$ cat src/rtl/tmr_vote_monitor.sv
// Registered bitwise TMR voter with per-replica SEU/stuck discrimination.
// Optional saturating mismatch counter enabled by TMR_VOTE_MONITOR_ERRCNT_EN.
module tmr_vote_monitor #(
    parameter int WIDTH   = 8,
    parameter int PERSIST = 4,
    parameter int CNT_W   = 8
) (
    input  logic             clk,
    input  logic             rstn,
    input  logic [WIDTH-1:0] inA,
    input  logic [WIDTH-1:0] inB,
    input  logic [WIDTH-1:0] inC,
    input  logic             validIn,
    input  logic             clrErr,
    output logic [WIDTH-1:0] out,
    output logic             validOut,
    output logic [2:0]       errChan,
    output logic             multiErr,
    output logic [2:0]       failedChan,
    output logic [CNT_W-1:0] errCnt
);

    typedef enum logic [1:0] {
        OK      = 2'd0,
        SUSPECT = 2'd1,
        FAILED  = 2'd2
    } chanState_e;

    localparam logic [3:0] PERSIST_L = 4'(PERSIST);

    logic [WIDTH-1:0] vote_p0;
    logic [2:0]       errChanNext_p0;
    logic             multiNext_p0;

    chanState_e state_p1 [3];
    chanState_e stateNext_p0 [3];
    logic [3:0] pcnt_p1 [3];
    logic [3:0] pcntNext_p0 [3];

    // Stage p0: combinational vote and per-replica disagreement
    always_comb begin
        vote_p0        = (inA & inB) | (inA & inC) | (inB & inC);
        errChanNext_p0 = {inC != vote_p0, inB != vote_p0, inA != vote_p0};
        multiNext_p0   = (errChanNext_p0[0] & errChanNext_p0[1]) |
                         (errChanNext_p0[0] & errChanNext_p0[2]) |
                         (errChanNext_p0[1] & errChanNext_p0[2]);
    end

    // Stage p1: voted word and error flags hold across idle cycles
    always_ff @(posedge clk or negedge rstn) begin
        if (!rstn) begin
            out      <= '0;
            validOut <= 1'b0;
            errChan  <= 3'b000;
            multiErr <= 1'b0;
        end else begin
            validOut <= validIn;
            if (validIn) begin
                out      <= vote_p0;
                errChan  <= errChanNext_p0;
                multiErr <= multiNext_p0;
            end
        end
    end

    // Persistence FSM: a clear wins over any same-cycle mismatch
    always_comb begin
        for (int i = 0; i < 3; i++) begin
            stateNext_p0[i] = state_p1[i];
            pcntNext_p0[i]  = pcnt_p1[i];
            if (clrErr) begin
                stateNext_p0[i] = OK;
                pcntNext_p0[i]  = 4'd0;
            end else if (validIn) begin
                case (state_p1[i])
                    OK: begin
                        if (errChanNext_p0[i]) begin
                            stateNext_p0[i] = SUSPECT;
                            pcntNext_p0[i]  = 4'd1;
                        end
                    end
                    SUSPECT: begin
                        if (errChanNext_p0[i]) begin
                            if (pcnt_p1[i] + 4'd1 == PERSIST_L) begin
                                stateNext_p0[i] = FAILED;
                            end else begin
                                pcntNext_p0[i] = pcnt_p1[i] + 4'd1;
                            end
                        end else begin
                            stateNext_p0[i] = OK;
                            pcntNext_p0[i]  = 4'd0;
                        end
                    end
                    FAILED: begin
                    end
                    default: begin
                        stateNext_p0[i] = OK;
                        pcntNext_p0[i]  = 4'd0;
                    end
                endcase
            end
        end
    end

    always_ff @(posedge clk or negedge rstn) begin
        if (!rstn) begin
            for (int i = 0; i < 3; i++) begin
                state_p1[i] <= OK;
                pcnt_p1[i]  <= 4'd0;
            end
        end else begin
            for (int i = 0; i < 3; i++) begin
                state_p1[i] <= stateNext_p0[i];
                pcnt_p1[i]  <= pcntNext_p0[i];
            end
        end
    end

    assign failedChan = {state_p1[2] == FAILED, state_p1[1] == FAILED, state_p1[0] == FAILED};

`ifdef TMR_VOTE_MONITOR_ERRCNT_EN
    logic [CNT_W-1:0] errCnt_p1;

    function automatic logic [CNT_W-1:0] satInc(input logic [CNT_W-1:0] v);
        return (&v) ? v : v + CNT_W'(1);
    endfunction

    always_ff @(posedge clk or negedge rstn) begin
        if (!rstn) begin
            errCnt_p1 <= '0;
        end else if (clrErr) begin
            errCnt_p1 <= '0;
        end else if (validIn && (|errChanNext_p0)) begin
            errCnt_p1 <= satInc(errCnt_p1);
        end
    end

    assign errCnt = errCnt_p1;
`else
    assign errCnt = '0;
`endif

endmodule

$ cat config.mk
export PLATFORM = sky130hd
export DESIGN_NAME = tmr_vote_monitor
export DESIGN_NICKNAME = d
export VERILOG_FILES = /design/src/rtl/tmr_vote_monitor.sv
export SDC_FILE = /design/constraint.sdc
export NUM_CORES = 1
export LEC_CHECK = 0
export CELL_PAD_IN_SITES_DETAIL_PLACEMENT = 1
export CELL_PAD_IN_SITES_GLOBAL_PLACEMENT = 2
export CORE_AREA = 2 2 93 95
export DETAILED_ROUTE_END_ITERATION = 8
export DIE_AREA = 0 0 95 97
export PLACE_DENSITY_LB_ADDON = 0.1
export SLEW_MARGIN = 10
export SYNTH_ARGS = -nofsm -noshare
export SYNTH_HDL_FRONTEND = slang
export SYNTH_SLANG_ARGS = --single-unit
$ cat constraint.sdc
create_clock -name clk -period 2.1 [get_ports clk]
set_clock_uncertainty 0.15 [all_clocks]
set_input_delay 0.42 -clock clk [delete_from_list [all_inputs] [get_ports clk]]
set_output_delay 0.42 -clock clk [all_outputs]
set_load 0.01 [all_outputs]
-- After elaboration in Yosys (flattened, before gate mapping)
Cells that the tools add are included.
- memory bits (read-only): 0
- bits of input ports: 28
- bits in registers: 31
- RAM bits: 0
- word-level logic and storage cells: 93
- memories kept: 0
- latch bits: 0
- output and inout bits: 24
- equal/unequal tests: 24
- div/mod/pow operators: 0
- multiply operators: 0
- magnitude comparators: 0
- reductions and logical operators: 10
- shift-type cells: 0
- bitwise operators: 10
- $add $sub $neg: 3
- multiplexer cells: 36
- operators with widths (cell ; count):
    2-to-1 mux 4 bit ; 15
    one-hot mux 4 bit (3 select lines) ; 3
    2-to-1 mux 2 bit ; 15
    AND 8 bit ; 3
    inequality test 4 bit, second input constant ; 6
    inequality test 8 bit ; 3
    AND reduction 4 bit ; 6
    one-hot mux 2 bit (3 select lines) ; 3
    bitwise OR 8 bit ; 2
    adder 4 x 1 -> 4 bit, second input constant ; 3
    == test 4 x 3 -> 1 bit, second input constant ; 3
    inequality test 3 bit, second input constant ; 3
    == test 2 x 1 -> 1 bit, second input constant ; 3
    == test 2 bit, second input constant ; 3
    logical NOT 2 bit ; 3
    inequality test 2 bit, second input constant ; 3
    AND 1 bit ; 3
    bitwise OR 1 bit ; 2
    nonzero test 2 bit ; 1

-- Depth between registers and ports, before layout
Gate-level depths: netlist of run 1.
- depth in word-level cells: 8
- depth in mapped cells: 7

-- Least setup slack after synthesis of run 1
Ideal clock, no wire load.
- kind: input-to-reg
- start: input inC[6]
- end: register pcnt_p1[4] in the netlist's numbering
- arrival time: 1884 ps
- slack: -61 ps
- library setup time: 128 ps
- data required time: 1822 ps
- stages: 7
- cell sequence: a21o_1 -> a22oi_1 -> nand2_1 -> o21ba_2 -> mux2_4 -> a21oi_2 -> mux2_1
- cells in the longest elaborated chain, start to end: 8
- RTL lines (what ; line ; text):
    start, declared ; 12 ; input logic [WIDTH-1:0] inC,
    AND 8 bit ; 42 ; vote_p0 = (inA & inB) | (inA & inC) | (inB & inC);
    bitwise OR 8 bit ; 42 ;
    bitwise OR 8 bit (*) ; 42 ;
    inequality test 8 bit (*) ; 43 ; errChanNext_p0 = {inC != vote_p0, inB != vote_p0, inA != vote_p0};
    2-to-1 mux 4 bit ; 83 ; if (errChanNext_p0[i]) begin
    one-hot mux 4 bit (3 select lines) ; 75 ; case (state_p1[i])
    2-to-1 mux 4 bit ; 74 ; end else if (validIn) begin
    2-to-1 mux 4 bit ; 71 ; if (clrErr) begin
    end signal, assigned by index ; 114 ; pcnt_p1[i] <= pcntNext_p0[i];
    end, declared ; 37 ; logic [3:0] pcnt_p1 [3];
Mark *: on every way between the ends. The rest lies on a longest branch, timed or not. The select of a mux whose other input is x is not followed.
A chain may end at the register's enable or synchronous reset.

-- Worst setup path after layout of run 1
- start: input inB[6]
- end: register pcnt_p1[11] in the netlist's numbering
- cells in the longest elaborated chain, start to end: 8
- RTL lines (what ; line ; text):
    start, declared ; 11 ; input logic [WIDTH-1:0] inB,
    AND 8 bit ; 42 ;
    bitwise OR 8 bit ; 42 ;
    bitwise OR 8 bit (*) ; 42 ;
    inequality test 8 bit (*) ; 43 ;
    2-to-1 mux 4 bit ; 83 ;
    one-hot mux 4 bit (3 select lines) ; 75 ;
    2-to-1 mux 4 bit ; 74 ;
    2-to-1 mux 4 bit ; 71 ;
Marks and branches as above.

==> results by group, run 1 <==
Critical path
  – Startpoint types: input pin
  – Crit Path Class: in2reg
  – CP max stage cell: or3b_2
  – Arrival time worst endpoint: 2.05 ns
  – Worst-path maximum fanout: 6
  – Critical path required time: 2.12 ns
  – Reg-to-reg slack, setup: 0.07 ns
  – CP endpoint kind: flip-flop
  – Critical path's largest stage delay: 0.46 ns
  – Worst reg2reg path depth: 9
  – Worst r2r dst: pcnt_p1[1]
  – Crit-path cells: buf_2, or3b_2, nand4_1, nor4_4, nor2_4, mux2i_2, a21oi_2, buf_4, a22o_1
  – R2R Path Start: pcnt_p1[0]

Route
  – WL final: 6574 um
  – Detail Route Antenna Nets: 0
  – Wire per inst: 15.01 um
  – Via density: 4.836
  – DRT Pass-1 Iters: 4
  – Residual DRC: 0
  – Via count: 2,118
  – Initial drt markers: 38

Clock tree
  – Root buf cell: clkbuf_8
  – H-tree level count: 2
  – Worst-skew pair later-pin latency: 0.28 ns
  – Clock-pin slew on the worst setup and hold paths: 0.07 ns
  – CTS Buffer Depth: 2
  – CTS Hold Bufs: 0
  – CTS Buf Count: 5
  – TritonCTS clock tree: done
  – Clk sinks: 31

GRT
  – Initial antenna violation count: 0
  – Largest net degree at the start of global routing: 40
  – Total gr overflow: 0
  – First-pass GRT wire length: 10,840 um
  – Vias in the first global route: 2,168
  – GRT Total Usage: 14.84%

Placement
  – IO Port Bufs: 43
  – Place WS: -0.7145 ns
  – Placed cell count: 418
  – GP Congestion: 0.7526
  – DPL Wire Length: 4715 um

Min path
  – Min-Delay Endpoint: out[2]
  – Hold Crit Class: in2reg
  – Hold path depth: 3
  – Hold Crit Start: inC[2]

Finish
  – Share of cells above drive strength 1: 40.24%
  – Area growth syn-to-layout: 50.50%
  – Filler cells: 931
  – Layout Cells excl Fill: 438
  – # nets final: 366
  – Inserted Diodes: 0

Synthesis
  – Synth Flop Type: dfrtp_1
  – Syn Inst Count: 237
  – Register area share after synthesis: 34.48%
  – Top post-synthesis cells by area: dfrtp_1 34%, nand3b_1 5.0%, o21ai_0 3.6%
  – Synth warnings: 0
  – Yosys top cell by area: dfrtp_1
  – EDFF count, synth: 0
  – Cell Area, Synth: 2250 um2
  – Asr flop ratio synth: 100.0%
  – Post-synthesis register bit count: 31
  – Post-synth top area share: 34.48%
  – Syn avg cell area: 9.492 um2
  – Post-synthesis cell type count: 50

STA
  – Unrepaired setup endpoints after global routing: yes
  – Minimum clock period after layout: 2.030 ns
  – Final Worst Setup Slack: 0.07006 ns
  – Endpoints failing setup: 0
  – Pins over their slew limit: 0
  – Final period utilization: 96.66%
  – Highest Clock Rate: 492.6 MHz
  – Hold Vio Cnt, Final: 0

Floorplanning
  – Core box area: 8134 um2
  – I/O Pins: 52
  – Die height: 97 um
  – Die X: 95 um
  – Die area: 9215 um2
  – Rows: 33
  – Initial Util: 27.66%

Power
  – Int Pwr: 1.182 mW
  – Clk network pwr share: 31.7%
  – Sw Pwr: 0.4836 mW
  – P_leak: 1.496 nW
  – Sw frac: 29.04%
  – Maximum VDD drop: 0.2546 mV
  – Power share of the sequential group: 39.8%
  – Combinational power share: 28.5%
  – PD cells: 491.9 nW/um2

Job
  – Max_cap viols: 0

Status
  – Status: complete, no violations
## synth_stat cells (3+ instances only)
| cell | count |
|---|---|
| o2111ai_2 | 5 |
| dfrtp_1 | 31 |
| mux2i_1 | 3 |
| a21oi_2 | 3 |
| or3b_2 | 8 |
| a22o_1 | 6 |
| nor2b_1 | 5 |
| o21ai_0 | 16 |
| inv_1 | 15 |
| nand3b_1 | 15 |
| or3b_1 | 5 |
| ha_1 | 6 |
| xnor2_1 | 5 |
| mux2_4 | 3 |
| nor3_1 | 3 |
| nand2_1 | 12 |
| o211ai_1 | 8 |
| nand3_1 | 5 |
| a22oi_1 | 4 |
| nand2b_1 | 9 |
| nor2_1 | 12 |
| a21o_1 | 10 |
| a21oi_1 | 7 |
| buf_4 | 8 |
## worst max path at each step
stage / cells past startpoint / endpoint / from / slack [ns]
3_5_place_dp: 8 / pcnt_p1[0] / inA[3] / -0.71
6_report: 9 / pcnt_p1[11] / inB[6] / 0.07
4_1_cts: 9 / pcnt_p1[11] / inA[2] / 0.001
5_1_grt: 9 / pcnt_p1[11] / inB[6] / -0.03
3_3_place_gp: 8 / pcnt_p1[0] / inC[1] / -0.74
2_1_floorplan: 7 / pcnt_p1[0] / inC[1] / -0.02
## stage by stage
stage / power, mW / setup TNS, ns / hold slack [ns] / area [um2] / utilization [%]
2_1_floorplan: 0.8722 / -0.03060 / -0.02559 / 2293 / -
3_3_place_gp: 1.105 / -10.37 / 0.3607 / 3067 / 37.70
3_5_place_dp: 1.109 / -10.77 / 0.3678 / 3067 / 37.70
4_1_cts: 1.678 / 0 / 0.3347 / 3259 / 40.07
5_1_grt: 1.772 / -0.05380 / 0.3005 / 3386 / 41.62
6_report: 1.665 / 0 / 0.2699 / 3386 / 41.62
## cell type report
type	instances	area, um2	share of cell area [%]
repair buffers	94	743.2	21.95
clock buffers	8	100.1	2.956
well taps	105	131.4	3.880
flip-flops and latches	31	779.5	23.02
multi-input cells	185	1575	46.53
inverters	15	56.30	1.663
## repair_timing
action	in CTS	in global routing
endpoints found under the setup margin	19	12
buffers inserted	6	8
pin swaps	17	17
gates resized for setup	114	40
## power by group through the flow
stage / clock [mW] / sequential, mW / combinational [mW]
finish: 0.528 / 0.663 / 0.475
global route: 0.578 / 0.668 / 0.525
CTS: 0.553 / 0.662 / 0.463
detailed placement: 0 / 0.673 / 0.436
global placement: 0 / 0.673 / 0.432
floorplan: 0 / 0.683 / 0.190
## flip-flops by register name (all words and copies together), names as in the netlist
register	flops
errChan	3
multiErr	1
out	8
validOut	1
state_p1	6
pcnt_p1	12
## worst max-delay path, delay by kind of cell
family	cells	cell delay, ns
mux	1	0.25
buf+inv	2	0.30
compound gates	2	0.28
simple gates	4	0.80
## cells in the final DEF (no fill, tap or decap), types with 10 or more instances in the layout
| cell | count |
|---|---|
| buf_4 | 51 |
| dfrtp_1 | 28 |
| clkdlybuf4s50_1 | 19 |
| o21ai_0 | 16 |
| buf_2 | 16 |
| inv_1 | 15 |
| nand3b_1 | 15 |
| nor2_1 | 12 |
| a21o_1 | 10 |
| nand2_1 | 10 |
## cells by family (layout without fill, tap and decap cells)
family          Yosys count  after routing  share of synthesized area (%)
buf+inv                  28            117                          6.118
mux                       7              7                          3.837
simple gates             86             86                          25.19
xor+xnor                  6              6                          2.336
fa+ha+maj                 7              7                          3.782
flops                    31             31                          34.48
compound gates           71             71                          24.08
other cells               1              8                         0.1667
## metal layers
layer  GRT usage [%]  share of wire [%]  vias to the layer above
met2           24.33                 49                       38
met1           19.91                 46                     1027
li1                -                  -                     1048
met3           3.271                4.5                        5
met5               0                  0                        -
met4           3.122               0.91                        0
Power figures use the tool's default switching activity.
==> run 2: changes to the inputs <==
Settings changed: CELL_PAD_IN_SITES_DETAIL_PLACEMENT 1 to default, CELL_PAD_IN_SITES_GLOBAL_PLACEMENT 2 to default, CORE_AREA 2 2 93 95 to 2 2 73 75, DIE_AREA 0 0 95 97 to 0 0 75 77, PLACE_DENSITY from default to 0.85, PLACE_DENSITY_LB_ADDON 0.1 to default.
==> run 2 against run 1 <==
  * Critical path depth decreased by 1
  * Setup slack got worse by 0.040 ns
  * Cell area decreased by 7.3%
  * Wire length decreased by 15%
  * Hold slack got worse by 0.025 ns
  * Global-route usage increased by 5.2 points
  * Die area decreased by 37%
  * Sequential share of layout area increased by 1.7 points
  * Critical path type unchanged
  * Critical endpoint is now pcnt_p1[4]
  * Largest cell class unchanged
  * Highest routed layer unchanged
==> results by group, run 2 (synthesis gave the netlist of run 1 again) <==
STA
  – Highest Clock Rate: 483.2 MHz (-1.9%)
  – Pins over their slew limit: 0 (unchanged)
  – Endpoints failing setup: 0 (unchanged)
  – Minimum clock period after layout: 2.070 ns (+0.03973 ns)
  – Unrepaired setup endpoints after global routing: yes
  – Final period utilization: 98.56% (+1.9 points)
  – Hold Vio Cnt, Final: 0 (unchanged)
  – Final TNS setup: 0 ns (unchanged)

Finish
  – Commonest non-fill, non-tap cell in the layout: buf_4
  – Inserted Diodes: 0 (unchanged)
  – Most frequent cells in the layout: 35 x buf_4, 31 x dfrtp_1, 21 x buf_2, 19 x clkdlybuf4s50_1, 16 x o21ai_0
  – Layout Cells excl Fill: 388 (-11%)
  – Area growth syn-to-layout: 39.54%
  – Biggest register: pcnt_p1
  – Share of cells above drive strength 1: 34.59% (-5.6 points)
  – Max reg flops: 12 (unchanged)
  – # nets final: 351 (-4.1%)
  – Largest regs: pcnt_p1 (12), out (8), state_p1 (6)

Job
  – Max_cap viols: 0 (unchanged)

Clock tree
  – Worst-skew pair later-pin latency: 0.29 ns (about the same)
  – H-tree level count: 2 (unchanged)
  – Clk sinks: 31 (unchanged)
  – TritonCTS clock tree: done
  – CTS Hold Bufs: 0 (unchanged)
  – CTS Buffer Depth: 2 (unchanged)
  – Clock-pin slew on the worst setup and hold paths: 0.06 ns (about the same)
  – Root buf cell: clkbuf_8
  – CTS Buf Count: 5 (unchanged)

GRT
  – Vias in the first global route: 1,984 (-8.5%)
  – Largest net degree at the start of global routing: 40 (unchanged)
  – Initial antenna violation count: 0 (unchanged)
  – GR Util met2: 33.07% (+8.7 points)
  – Layer with the highest usage: met2
  – Total gr overflow: 0 (unchanged)
  – First-pass GRT wire length: 8907 um (-18%)
  – GRT Total Usage: 19.99% (+5.2 points)
  – M1 GR Usage: 25.40% (+5.5 points)
  – Met3 Use GR: 4.468% (+1.2 points)

Floorplanning
  – Die area: 5775 um2 (-37%)
  – Die X: 75 um (-21%)
  – Core box area: 4977 um2 (-39%)
  – Initial Util: 45.20% (+18 points)
  – Rows: 26 (-21%)
  – Die height: 77 um (-21%)
  – I/O Pins: 52 (unchanged)

Placement
  – GP Congestion: 0.8133 (+8.1%)
  – IO Port Bufs: 43 (unchanged)
  – Placed cell count: 369 (-12%)
  – DPL Wire Length: 3929 um (-17%)

Critical path
  – Arrival time worst endpoint: 2.10 ns (+0.05 ns)
  – R2R Path Start: pcnt_p1[4]
  – Reg-to-reg slack, setup: 0.03 ns (-0.04 ns)
  – Worst reg2reg path depth: 7 (-2)
  – Critical path's largest stage delay: 0.31 ns (-0.15 ns)
  – Worst r2r dst: pcnt_p1[4]
  – Worst-path maximum fanout: 6 (unchanged)
  – Delay-heaviest family, CP: compound AO/OA/AOI/OAI gates
  – CP endpoint kind: flip-flop
  – Crit Path Class: in2reg
  – Cell mode on critical path: mux2_4
  – CP bufs+invs: 1 (-1)
  – Critical path required time: 2.13 ns (about the same)
  – CP max stage cell: mux2_4
  – Crit-path cells: buf_2, a21o_1, a22oi_2, nand2_1, o21ba_4, mux2_4, a21oi_4, mux2_4
  – Startpoint types: input pin

Status
  – Status: complete, no violations

Route
  – WL final: 5571 um (-15%)
  – Residual DRC: 0 (unchanged)
  – Detail Route Antenna Nets: 0 (unchanged)
  – Wire per inst: 14.36 um (-4.3%)
  – Initial drt markers: 143 (+280%)
  – Via count: 2,059 (-2.8%)
  – DRT Pass-1 Iters: 4 (unchanged)
  – Via density: 5.307 (+9.7%)

Power
  – Combinational power share: 28.1% (-0.4 points)
  – Sw frac: 30.11% (+1.1 points)
  – PD cells: 496.5 nW/um2 (+0.94%)
  – Power share of the sequential group: 42.5% (+2.7 points)
  – Sw Pwr: 0.4694 mW (-2.9%)
  – Maximum VDD drop: 0.3372 mV (+32%)
  – Int Pwr: 1.089 mW (-7.8%)
  – Clk network pwr share: 29.4% (-2.3 points)
  – P_leak: 1.408 nW (-5.9%)

Min path
  – Min-Delay Endpoint: out[5]
  – Hold path depth: 3 (unchanged)
  – Hold Crit Start: inC[5]
  – Hold Crit Class: in2reg
run 2: metal layers:
metal / up-vias / wire [um]
li1: 1016 / -
met1: 985 / 2405
met4: 0 / 86
met5: - / 0
met3: 9 / 291
met2: 49 / 2788
run 2: worst reg2reg max path, stage by stage (launching register included):
cell,delay [ns]
dfrtp_1,0.41
ha_2,0.20
nand2b_1,0.15
o22ai_2,0.16
nand3_2,0.12
mux2_4,0.29
a21oi_4,0.16
mux2_4,0.31
run 2: what timing repair did:
item / 4_1_cts / 5_1_grt
gates resized for setup: 93 / 33
setup buffers: 8 / 3
setup endpoints to repair: 16 / 11
pin swaps: 19 / 15
run 2: area by class of cell:
| cell class | count | area, um2 |
|---|---|---|
| fill | 424 | 1838 |
| clock inverter | 1 | 5.005 |
| clock buffer | 7 | 76.32 |
| timing repair buffer | 79 | 600.6 |
| inverter | 15 | 56.30 |
| multi-input combinational | 185 | 1538 |
| tap | 70 | 87.58 |
| sequential | 31 | 775.7 |
run 2: how the worst max path moves through the flow:
stage | from | to | slack [ns] | depth (start not counted)
floorplan | inC[1] | pcnt_p1[0] | -0.02 | 7
global placement | inC[1] | pcnt_p1[0] | -0.65 | 8
detailed placement | inC[1] | pcnt_p1[0] | -0.69 | 8
CTS | pcnt_p1[5] | pcnt_p1[4] | 0.001 | 7
global route | inA[3] | pcnt_p1[4] | -0.04 | 8
finish | inA[3] | pcnt_p1[4] | 0.03 | 8
run 2: stage by stage:
step	utilization, %	instance area [um2]	hold slack (ns)	total power, mW	worst slack, ns
after floorplan	-	2293	-0.02559	0.8722	-0.01511
after global placement	58.62	2918	0.3525	1.066	-0.6503
after detailed placement	58.62	2918	0.3664	1.079	-0.6903
after CTS	61.49	3060	0.2979	1.542	0.001028
after global routing	63.07	3139	0.2822	1.641	-0.04012
final	63.07	3139	0.2450	1.559	0.03032
run 2: power by group through the flow:
| stage | logic, mW | registers [mW] | clock network [mW] |
|---|---|---|---|
| 2_1_floorplan | 0.190 | 0.683 | 0 |
| 3_3_place_gp | 0.394 | 0.672 | 0 |
| 3_5_place_dp | 0.407 | 0.672 | 0 |
| 4_1_cts | 0.420 | 0.662 | 0.461 |
| 5_1_grt | 0.480 | 0.667 | 0.494 |
| 6_report | 0.438 | 0.662 | 0.458 |
==> run 3: changes to the inputs <==
Settings changed: CAP_MARGIN from default to 20, CORE_AREA 2 2 73 75 to 2 2 78 80, DIE_AREA 0 0 75 77 to 0 0 80 82, PLACE_DENSITY 0.85 to 0.77.
==> run 3 against run 2 <==
  * Sequential share of layout area increased by 0.17 points
  * Global-route usage decreased by 2.9 points
  * Clock-buffer cell count decreased by 1
  * Register-to-register slack improved by 0.03 ns
  * Largest power group unchanged
  * Setup slack improved by 0.024 ns
  * Maximum frequency increased by 1.2%
  * Non-clock buffer count decreased by 5
  * Critical path type unchanged
  * Via count about the same
  * First-iteration DRC count decreased by 42%
  * Final cell count unchanged
  * Sequential power about the same
==> results by group, run 3 (synthesis gave the netlist of run 1 again) <==
Critical path
  – CP endpoint kind: flip-flop
  – Worst setup startpoint: inB[0]
  – Worst-path maximum fanout: 6 (unchanged)
  – Reg-to-reg slack, setup: 0.06 ns (+0.03 ns)
  – Critical path required time: 2.13 ns (about the same)
  – R2R Path Start: pcnt_p1[1]
  – Crit Path Class: in2reg
  – Startpoint types: input pin
  – Arrival time worst endpoint: 2.07 ns (-0.03 ns)

STA
  – Minimum clock period after layout: 2.045 ns (-0.02423 ns)
  – Unrepaired setup endpoints after global routing: no
  – Endpoints failing setup: 0 (unchanged)
  – Final period utilization: 97.40% (-1.2 points)
  – Hold Vio Cnt, Final: 0 (unchanged)
  – Pins over their slew limit: 0 (unchanged)
  – Highest Clock Rate: 488.9 MHz (+1.2%)

Status
  – Status: complete, no violations

Clock tree
  – CTS Hold Bufs: 0 (unchanged)
  – TritonCTS clock tree: done
  – Root buf cell: clkbuf_8
  – H-tree level count: 2 (unchanged)
  – CTS Buf Count: 5 (unchanged)
  – CTS Buffer Depth: 2 (unchanged)
  – Clk sinks: 31 (unchanged)
  – Worst-skew pair later-pin latency: 0.29 ns (about the same)
  – Clock-pin slew on the worst setup and hold paths: 0.07 ns (about the same)

Route
  – Via count: 2,060 (+0.049%)
  – Via density: 5.309 (about the same)
  – Initial drt markers: 83 (-42%)
  – Residual DRC: 0 (unchanged)
  – DRT Pass-1 Iters: 4 (unchanged)
  – Wire per inst: 13.82 um (-3.7%)
  – WL final: 5364 um (-3.7%)
  – Detail Route Antenna Nets: 0 (unchanged)

Placement
  – GP Congestion: 0.7734 (-4.9%)
  – Placed cell areas: 2909 um2 (-0.30%)
  – DPL Wire Length: 3884 um (-1.2%)
  – IO Port Bufs: 43 (unchanged)

Finish
  – Inserted Diodes: 0 (unchanged)
  – Share of cells above drive strength 1: 34.50% (-0.086 points)
  – # nets final: 346 (-1.4%)
  – Largest regs: pcnt_p1 (12), out (8), state_p1 (6)
  – Final Cell Area: 3133 um2 (-0.20%)
  – Max reg flops: 12 (unchanged)
  – Commonest non-fill, non-tap cell in the layout: buf_4
  – Most frequent cells in the layout: 31 x buf_4, 28 x dfrtp_1, 20 x buf_2, 19 x clkdlybuf4s50_1, 16 x o21ai_0
  – Biggest register: pcnt_p1
  – Area growth syn-to-layout: 39.27%
  – Filler cells: 510 (+20%)

Min path
  – Hold Crit Class: in2reg
  – Hold Crit Start: inC[5]

Job
  – Max_cap viols: 0 (unchanged)

Floorplanning
  – Initial Util: 39.16% (-6.0 points)
  – Die area: 6560 um2 (+14%)
  – Die X: 80 um (+6.7%)
  – Die height: 82 um (+6.5%)
  – I/O Pins: 52 (unchanged)
  – Core box area: 5746 um2 (+15%)
  – Rows: 28 (+7.7%)

GRT
  – Initial antenna violation count: 0 (unchanged)
  – Largest net degree at the start of global routing: 40 (unchanged)
  – First-pass GRT wire length: 8818 um (-1.0%)
  – Vias in the first global route: 1,969 (-0.76%)
  – GRT Total Usage: 17.11% (-2.9 points)
  – Total gr overflow: 0 (unchanged)

Power
  – PD cells: 542.8 nW/um2 (+9.3%)
  – Maximum VDD drop: 0.3487 mV (+3.4%)
  – Total power: 1.701 mW (+9.1%)
  – P_leak: 1.389 nW (-1.4%)
-- run 3: cell types whose count changed in the layout (fill, tap and decap cells not counted), sizes merged --
| cell | change |
|---|---|
| bufinv | +1 |
| buf | -7 |
| clkdlybuf4s15 | +3 |
| clkbuf | -2 |
-- run 3: path summary, 6_finish.rpt --
kind,cells after the start,end
max,8,pcnt_p1[4]
min,3,out[5]
max reg2reg,7,pcnt_p1[0]
min reg2reg,2,multiErr
max in group asynchronous,2,pcnt_p1[9]
min in group asynchronous,2,pcnt_p1[11]
-- run 3: through the flow --
stage / util (%) / setup TNS (ns) / hold slack (ns) / cells / setup slack, ns
CTS: 54.83 / 0 / 0.2929 / 387 / 0.004880
floorplan: - / -0.03060 / -0.02559 / 244 / -0.01511
global placement: 50.63 / -8.982 / 0.3567 / 372 / -0.7173
detailed placement: 50.63 / -9.741 / 0.3668 / 372 / -0.7356
global route: 54.53 / 0 / 0.3292 / 388 / 0.005433
finish: 54.53 / 0 / 0.2867 / 388 / 0.05455
-- run 3: where the power goes --
group          internal (mW)  switching (mW)  total [mW]
Clock                  0.384           0.230       0.614
Sequential             0.633          0.0292       0.663
Combinational          0.216           0.208       0.424
Total                   1.23           0.468        1.70
-- run 3: timing repair --
item	CTS	global route
setup buffers	7	1
pin swaps	17	22
endpoints found under the setup margin	16	11
resized for setup	96	25
-- run 3: cell type report --
cell class / count / area, um2 / share of cell area [%]
Clock buffer: 6 / 82.58 / 2.636
Clock inverter: 2 / 35.03 / 1.118
Inverter: 15 / 56.30 / 1.797
Multi-Input combinational cell: 185 / 1518 / 48.44
Sequential cell: 31 / 779.5 / 24.88
Tap cell: 75 / 93.84 / 2.995
Timing Repair Buffer: 74 / 568.0 / 18.13
-- run 3: critical path: stages --
cell	delay [ns]
clkdlybuf4s15_2	0.22
a21o_1	0.18
a22oi_2	0.15
nand2_1	0.10
o21ba_4	0.23
mux2_4	0.31
a21oi_4	0.14
mux2_4	0.31
-- run 3: routing by layer --
metal	share of wire, %	vias to the layer above	track usage [%]	routed length, um
met5	0	-	0	0
met4	1.1	0	5.085	60
met3	4.8	7	3.736	260
met2	49	47	30.00	2628
met1	45	1001	21.11	2414
li1	-	1005	-	-
